===== config.mk =====
export PLATFORM = sky130hd
export DESIGN_NAME = phy_rx_serial_to_parallel
export DESIGN_NICKNAME = d
export VERILOG_FILES = /design/src/rtl/phy_rx_serial_to_parallel.sv
export SDC_FILE = /design/constraint.sdc
export NUM_CORES = 1
export LEC_CHECK = 0
export CORE_AREA = 2 2 93 95
export DETAILED_ROUTE_END_ITERATION = 8
export DIE_AREA = 0 0 95 97
export PLACE_DENSITY = 0.62
export SLEW_MARGIN = 30
export SYNTH_ARGS = -nofsm -noshare
export SYNTH_HDL_FRONTEND = slang
export SYNTH_SLANG_ARGS = --single-unit

===== constraint.sdc =====
create_clock -name clk_32f -period 2.9 [get_ports clk_32f]
set_input_delay 0.58 -clock clk_32f [delete_from_list [all_inputs] [get_ports clk_32f]]
set_output_delay 0.58 -clock clk_32f [all_outputs]
set_load 0.05 [all_outputs]

===== src/rtl/phy_rx_serial_to_parallel.sv =====
// Per-lane serial-to-parallel deserializer: locks byte alignment on BC_COUNT COMMA bytes, then packs WIDTH-bit words.
// Latency: word emitted on the same edge that samples its last bit. IDLE_FILTER_EN drops all-COMMA words.
// Backpressure: none; the lane streams continuously and valid_out pulses every WIDTH bits once aligned.
module phy_rx_serial_to_parallel #(
  parameter int unsigned WIDTH    = 32,
  parameter logic [7:0]  COMMA    = 8'hBC,
  parameter int unsigned BC_COUNT = 4
) (
  input  logic             clk_32f,
  input  logic             reset_L,
  input  logic             data_in,
  output logic [WIDTH-1:0] data_out,
  output logic             valid_out,
  output logic             active
);

  localparam int unsigned NB  = WIDTH / 8;
  localparam int unsigned IW  = (NB > 1) ? $clog2(NB) : 1;
  localparam int unsigned BCW = $clog2(BC_COUNT + 1);
  localparam logic [IW-1:0]    IDX_LAST  = IW'(NB - 1);
  localparam logic [BCW-1:0]   BC_LAST   = BCW'(BC_COUNT - 1);
  localparam logic [WIDTH-1:0] TOP_MASK  = WIDTH'(8'hFF) << (WIDTH - 8);
  localparam logic [WIDTH-1:0] IDLE_WORD = {NB{COMMA}};

  typedef enum logic [1:0] {SEARCH, ALIGNING, ALIGNED} state_t;

  state_t           state, state_nxt;
  // Only the 7 most recent bits need storing; the 8th is data_in itself.
  logic [6:0]       sr;
  logic [7:0]       byte_now;
  logic [2:0]       bit_cnt, bit_cnt_nxt;
  logic [BCW-1:0]   bc_cnt, bc_cnt_nxt;
  logic [IW-1:0]    byte_idx, byte_idx_nxt;
  logic [WIDTH-1:0] word_buf, word_nxt;
  logic [IW+2:0]    slot_sh;
  logic             boundary;
  logic             word_done;
  logic             emit;

  assign byte_now = {sr, data_in};
  assign boundary = (bit_cnt == 3'd7);
  assign slot_sh  = {byte_idx, 3'b000};

  always_comb begin
    state_nxt    = state;
    bit_cnt_nxt  = bit_cnt + 3'd1;
    bc_cnt_nxt   = bc_cnt;
    byte_idx_nxt = byte_idx;
    word_nxt     = word_buf;
    word_done    = 1'b0;
    case (state)
      SEARCH: begin
        bit_cnt_nxt = '0;
        if (byte_now == COMMA) begin
          bc_cnt_nxt   = BCW'(1);
          byte_idx_nxt = '0;
          state_nxt    = (BC_COUNT == 1) ? ALIGNED : ALIGNING;
        end
      end
      ALIGNING: begin
        if (boundary) begin
          if (byte_now == COMMA) begin
            bc_cnt_nxt = bc_cnt + BCW'(1);
            if (bc_cnt == BC_LAST) begin
              state_nxt    = ALIGNED;
              byte_idx_nxt = '0;
            end
          end else begin
            state_nxt  = SEARCH;
            bc_cnt_nxt = '0;
          end
        end
      end
      ALIGNED: begin
        if (boundary) begin
          // Slot 0 sits in the top byte, so earlier bytes land in higher bits.
          word_nxt = (word_buf & ~(TOP_MASK >> slot_sh)) |
                     ((WIDTH'(byte_now) << (WIDTH - 8)) >> slot_sh);
          if (byte_idx == IDX_LAST) begin
            byte_idx_nxt = '0;
            word_done    = 1'b1;
          end else begin
            byte_idx_nxt = byte_idx + IW'(1);
          end
        end
      end
      default: state_nxt = SEARCH;
    endcase
  end

`ifdef IDLE_FILTER_EN
  assign emit = word_done && (word_nxt != IDLE_WORD);
`else
  assign emit = word_done;
`endif

  always_ff @(posedge clk_32f or negedge reset_L) begin
    if (!reset_L) begin
      state     <= SEARCH;
      sr        <= '0;
      bit_cnt   <= '0;
      bc_cnt    <= '0;
      byte_idx  <= '0;
      word_buf  <= '0;
      data_out  <= '0;
      valid_out <= 1'b0;
      active    <= 1'b0;
    end else begin
      state     <= state_nxt;
      sr        <= byte_now[6:0];
      bit_cnt   <= bit_cnt_nxt;
      bc_cnt    <= bc_cnt_nxt;
      byte_idx  <= byte_idx_nxt;
      word_buf  <= word_nxt;
      valid_out <= emit;
      active    <= (state_nxt == ALIGNED);
      if (emit) begin
        data_out <= word_nxt;
      end
    end
  end

endmodule

; ---- Word-level counts from Yosys, hierarchy flattened
; Index checks and enable logic that the tools add are counted.
[totals]
ff_bits = 83
input_bits = 3
out_inout_bits = 34
elab_cells = 56
[op_classes]
add_sub_neg = 3
n_eq_ne = 12
shift = 2
mux = 22
bitwise_logic = 3
n_reduce_logical = 5
[op_table]
columns = cell, n
row1 = $mux W32, 2
row2 = $and A32 B32 Y32, 1
row3 = $not A32 Y32, 1
row4 = $or A32 B32 Y32, 1
row5 = $shr A32 B5 Y32, 1
row6 = $shr A32 B5 Y32 const A, 1
row7 = $mux W2, 10
row8 = $mux W3, 4
row9 = $pmux W2 S3, 2
row10 = $ne A2 B2 Y1 const B, 5
row11 = $eq A8 B8 Y1 const B, 1
row12 = $add A3 B1 Y3 const B, 2
row13 = $eq A2 B2 Y1 const B, 3
row14 = $pmux W3 S2, 1
row15 = $reduce_and A6 Y1, 1
row16 = $eq A3 B2 Y1 const B, 1
row17 = $eq A3 B3 Y1 const B, 1
row18 = $mux W1, 3
row19 = $reduce_and A3 Y1, 1
row20 = $reduce_bool A3 Y1, 1
row21 = $add A2 B1 Y2 const B, 1
row22 = $eq A2 B1 Y1 const B, 1
row23 = $logic_not A2 Y1, 1
row24 = $reduce_bool A2 Y1, 1

; ---- Longest topological paths before layout
[depth]
depth_word = 6
ltp_mapped = 7
depth_no_buf = 6

; ---- Worst setup path before layout
; No wires, ideal clock.
[synth_timing]
path_type = register to register
start = register bit_cnt[0]
end = register word_buf[16]
setup_time_ns = 0.121
arrival_time_ns = 1.464
required_time_ns = 2.779
setup_slack_ns = 1.315
path_stages_with_launch = 7
n_path_buf = 1
period_less_slack_ns = 1.585
path_cell_list = dfrtp_1 ha_1 ha_1 and3b_2 and2_1 buf_2 a22o_2
[synth_via]
elab_chain_cells = 3
[synth_rtl]
columns = element, line
row1 = from (decl), 31  ; logic [2:0] bit_cnt, bit_cnt_nxt;
row2 = from (signal assigned), 111  ; bit_cnt <= bit_cnt_nxt;
row3 = $eq A3 B3 Y1, 41  ; assign boundary = (bit_cnt == 3'd7);
row4 = $mux W32, 75  ; if (boundary) begin
row5 = $mux W32, 51  ; case (state)
row6 = net word_nxt[16], 34  ; logic [WIDTH-1:0] word_buf, word_nxt;
row7 = to (signal assigned), 114  ; word_buf <= word_nxt;
row8 = to (decl), 34
; The timed path passes the listed nets, and every way through them passes these cells.
; A chain may end at the register's enable or synchronous reset.

; ---- Final worst setup path
[layout_timing]
start = register bit_cnt[0]
end = register data_out[10]
[layout_via]
elab_chain_cells = 3
elab_cells_between_ends = 5
cone_classes = 1 x eq/ne / 4 x mux
[layout_rtl]
columns = element, line
row1 = $eq A3 B3 Y1 (*), 41
row2 = $mux W32 or $mux W1 (tied branches), 75
row3 = $mux W32 or $mux W1 (tied branches), 51
row4 = to (signal assigned), 118  ; data_out <= word_nxt;
row5 = to (decl), 12  ; output logic [WIDTH-1:0] data_out,
; Mark *: on every way between the ends. The rest lies on a longest branch, timed or not.

==> flow_metrics.env <==
export IMPL_synth_edf_count=0
export IMPL_synth_top_area_share_pct=57.45
export IMPL_max_cap_violations=0
export IMPL_drc=0
export IMPL_ys_async_sr_fraction_pct=100.0
export IMPL_fin_crit_ps=2156
export IMPL_power_leakage_nw=1.686
export IMPL_whs_ps=241.6
export IMPL_cts_root_buffer="clkbuf_8"
export IMPL_start_util_pct=40.16
export IMPL_synth_fa_ha_area_share_pct=3.064
export IMPL_setup_tns_final_ps=0
export IMPL_post_cts_resized=0
export IMPL_reg2reg_depth=7
export IMPL_ant_nets=0
export IMPL_cpPeakStageDelay_ps=400
export IMPL_yosys_warnings=0
export IMPL_cts_htree_levels=3
export IMPL_rsz0062_at_grt="no"
export IMPL_grt_usage_pct=15.76
export IMPL_crit_type="flop to flop"
export IMPL_synth_largest_area_cell="dfrtp_1"
export IMPL_crit_chain="ha_1 > ha_1 > nand4b_1 > buf_4 > inv_2 > nor2_1 > nor2_1"
export IMPL_synthToLayoutAreaGrowth_pct=17.04
export IMPL_synth_compound_area_share_pct=17.69
export IMPL_numCtsBuffers=9
export IMPL_drt_iter0_drc=95
export IMPL_fillers=735
export IMPL_setup_viol=0
export IMPL_via_per_inst=5.502
export IMPL_cts_tree="built"
export IMPL_synth_mux_area_share_pct=0
export IMPL_antenna_found_initial=0
export IMPL_critPathRequiredTime_ps=3140
export IMPL_tightest_slew_ps=619.4
export IMPL_netlist_area_um2=3267
export IMPL_synth_top_family_by_area="compound AO/OA/AOI/OAI gates"
export IMPL_syn_area_per_cell_um2=11.34
export IMPL_power_density_nw_per_um2=560.8
export IMPL_ir_drop_uv=189.0
export IMPL_port_buffers=36
export IMPL_arrival_ps=2400
export IMPL_ys_ff_latch=75
export IMPL_drt_total_wl_um=6719
export IMPL_skew_ps=8.141
export IMPL_max_slew_margin_rel_pct=58.62
export IMPL_fin_nets=319
export IMPL_fmax_mhz=463.8
export IMPL_diodes=0
export IMPL_grt_max_degree=76
export IMPL_grt_pass1_vias=2192
export IMPL_yosys_cell_types_count=35
export IMPL_die_area_um2=9215
export IMPL_synth_flop_cell="dfrtp_1"
export IMPL_synthXorXnorAreaFrac_pct=0
export IMPL_min_path_type="input port to asynchronous set/reset pin"
export IMPL_postCtsSetupRepairBufs=0
export IMPL_critPathLaunchType="flop"
export IMPL_firstDrtPassIters=4
export IMPL_clk_path_buf_depth=2
export IMPL_ys_seq_area_share_pct=57.45
export IMPL_endpoint_kind="flop"
export IMPL_hpwl_um=4174
export IMPL_grt_pass1_wl_um=11230
export IMPL_dr_total_vias=2300
export IMPL_syn_nets=299
export IMPL_wl_per_cell_um=16.07
export IMPL_hold_viol=0
export IMPL_ios=37
export IMPL_crit_fanout=41
export IMPL_cts_hold_buf=0
export IMPL_clkTransAtPathRegs_ps=80
export IMPL_synth_area_top_cells="dfrtp_1 (57%), a221oi_1 (6.4%), nor2_1 (6.1%)"
export IMPL_final_period_utilization_pct=74.35
export IMPL_grt_overflow=0
export IMPL_clock_sinks=75
export IMPL_synth_simple_gate_area_share_pct=16.20
export IMPL_synth_cells=288
export IMPL_die_height_um=97
export IMPL_drv_slew=0
export IMPL_cp_slowest_cell="dfrtp_1"
export IMPL_core_area_um2=8134
export IMPL_status="complete, no violations"
export IMPL_drive_gt1_share_pct=14.38
export IMPL_rows=33
export IMPL_fp_dieW_um=95
export IMPL_clk_latency_ps=350
export IMPL_gp_congestion=0.7679
==> through the flow <==
| step | worst slack (ps) | util [%] | instances | power, mW | area [µm²] |
|---|---|---|---|---|---|
| after global placement | 802.8 | 44.52 | 402 | 1.346 | 3621 |
| after detailed placement | 720.6 | 44.52 | 402 | 1.348 | 3621 |
| final | 743.9 | 47.01 | 418 | 2.144 | 3824 |
| after floorplan | 1315 | - | 288 | 1.261 | 3267 |
| after global routing | 546.8 | 47.01 | 418 | 2.233 | 3824 |
| after CTS | 714.9 | 47.01 | 418 | 2.159 | 3824 |
==> metal layers <==
layer / share of wire (%) / up-vias / global-route usage, %
met1: 48 / 1150 / 23.25
met2: 45 / 53 / 22.09
met3: 4.4 / 16 / 3.115
met5: 0 / - / 0
met4: 2.5 / 0 / 7.469
li1: - / 1081 / -
==> cells by family after synthesis <==
group | Yosys count
adder cells (fa/ha/maj) | 8
buffers and inverters | 35
AND/OR/NAND/NOR | 99
AO/OA/AOI/OAI | 71
flip-flops | 75
==> worst max-delay path, delay by kind of cell, from the launching register on <==
| kind | cells | cell delay [ps] |
|---|---|---|
| buffers and inverters | 2 | 670 |
| AND/OR/NAND/NOR | 3 | 400 |
| adder cells (fa/ha/maj) | 2 | 560 |
| flip-flops | 1 | 400 |
==> report_power, final <==
group          switching, mW  internal (mW)
Clock                  0.399          0.421
Combinational          0.129         0.0682
Sequential            0.0389           1.09
Total                  0.566           1.58
==> path summary, 6_finish.rpt <==
path	startpoint	end	slack [ps]
min in group clk_32f	bit_cnt[0]	bit_cnt[0]	450
setup / recovery	bit_cnt[0]	data_out[10]	740
max in group asynchronous	reset_L	word_buf[17]	2350
hold / removal	reset_L	data_out[8]	240
hold reg to reg	bit_cnt[0]	bit_cnt[0]	450
setup reg to reg	bit_cnt[0]	data_out[10]	740
==> placed cells by master, fill, tap and decap left out, types with 2 or more instances in the layout <==
cell type,count
nor2b_1,4
o21ai_0,9
nand4b_4,2
dfrtp_1,75
and2_1,4
nand3b_1,2
nand4_1,3
a221oi_1,24
a31oi_1,2
clkdlybuf4s50_1,35
and3b_2,2
a22o_2,16
inv_1,5
a22o_1,8
o21ai_1,3
o22ai_1,2
and2b_2,2
o211ai_1,4
ha_1,8
nand4b_1,2
nand2_1,11
nor2_1,53
nand3_1,8
clkinv_4,2
o311ai_0,2
clkbuf_8,10
clkinv_2,2
==> synth_stat cells (all sizes together), types with 2 or more instances <==
master,number
dfrtp,75
nor2,54
a221oi,24
a22o,24
buf,19
o21ai,12
nand2,11
clkbuf,10
ha,8
nand3,8
inv,6
nand4b,5
and2,4
nor2b,4
o211ai,4
nand4,3
a31oi,2
and2b,2
and3b,2
nand3b,2
o22ai,2
o311ai,2
==> area by class of cell <==
type | instances | area [µm²] | share of cell area [%]
well taps | 105 | 131.4 | 3.436
repair buffers | 38 | 382.9 | 10.01
inverters | 6 | 22.52 | 0.5890
multi-input cells | 178 | 1207 | 31.58
clock buffers | 10 | 137.6 | 3.599
clock inverters | 6 | 65.06 | 1.702
flip-flops and latches | 75 | 1877 | 49.08
==> flip-flops by register name, summed over array words and instances, names as in the netlist <==
signal / count
bc_cnt: 3
valid_out: 1
state: 2
sr: 7
word_buf: 24
active: 1
bit_cnt: 3
data_out: 32
byte_idx: 2
(Power assumes the default switching activity.)
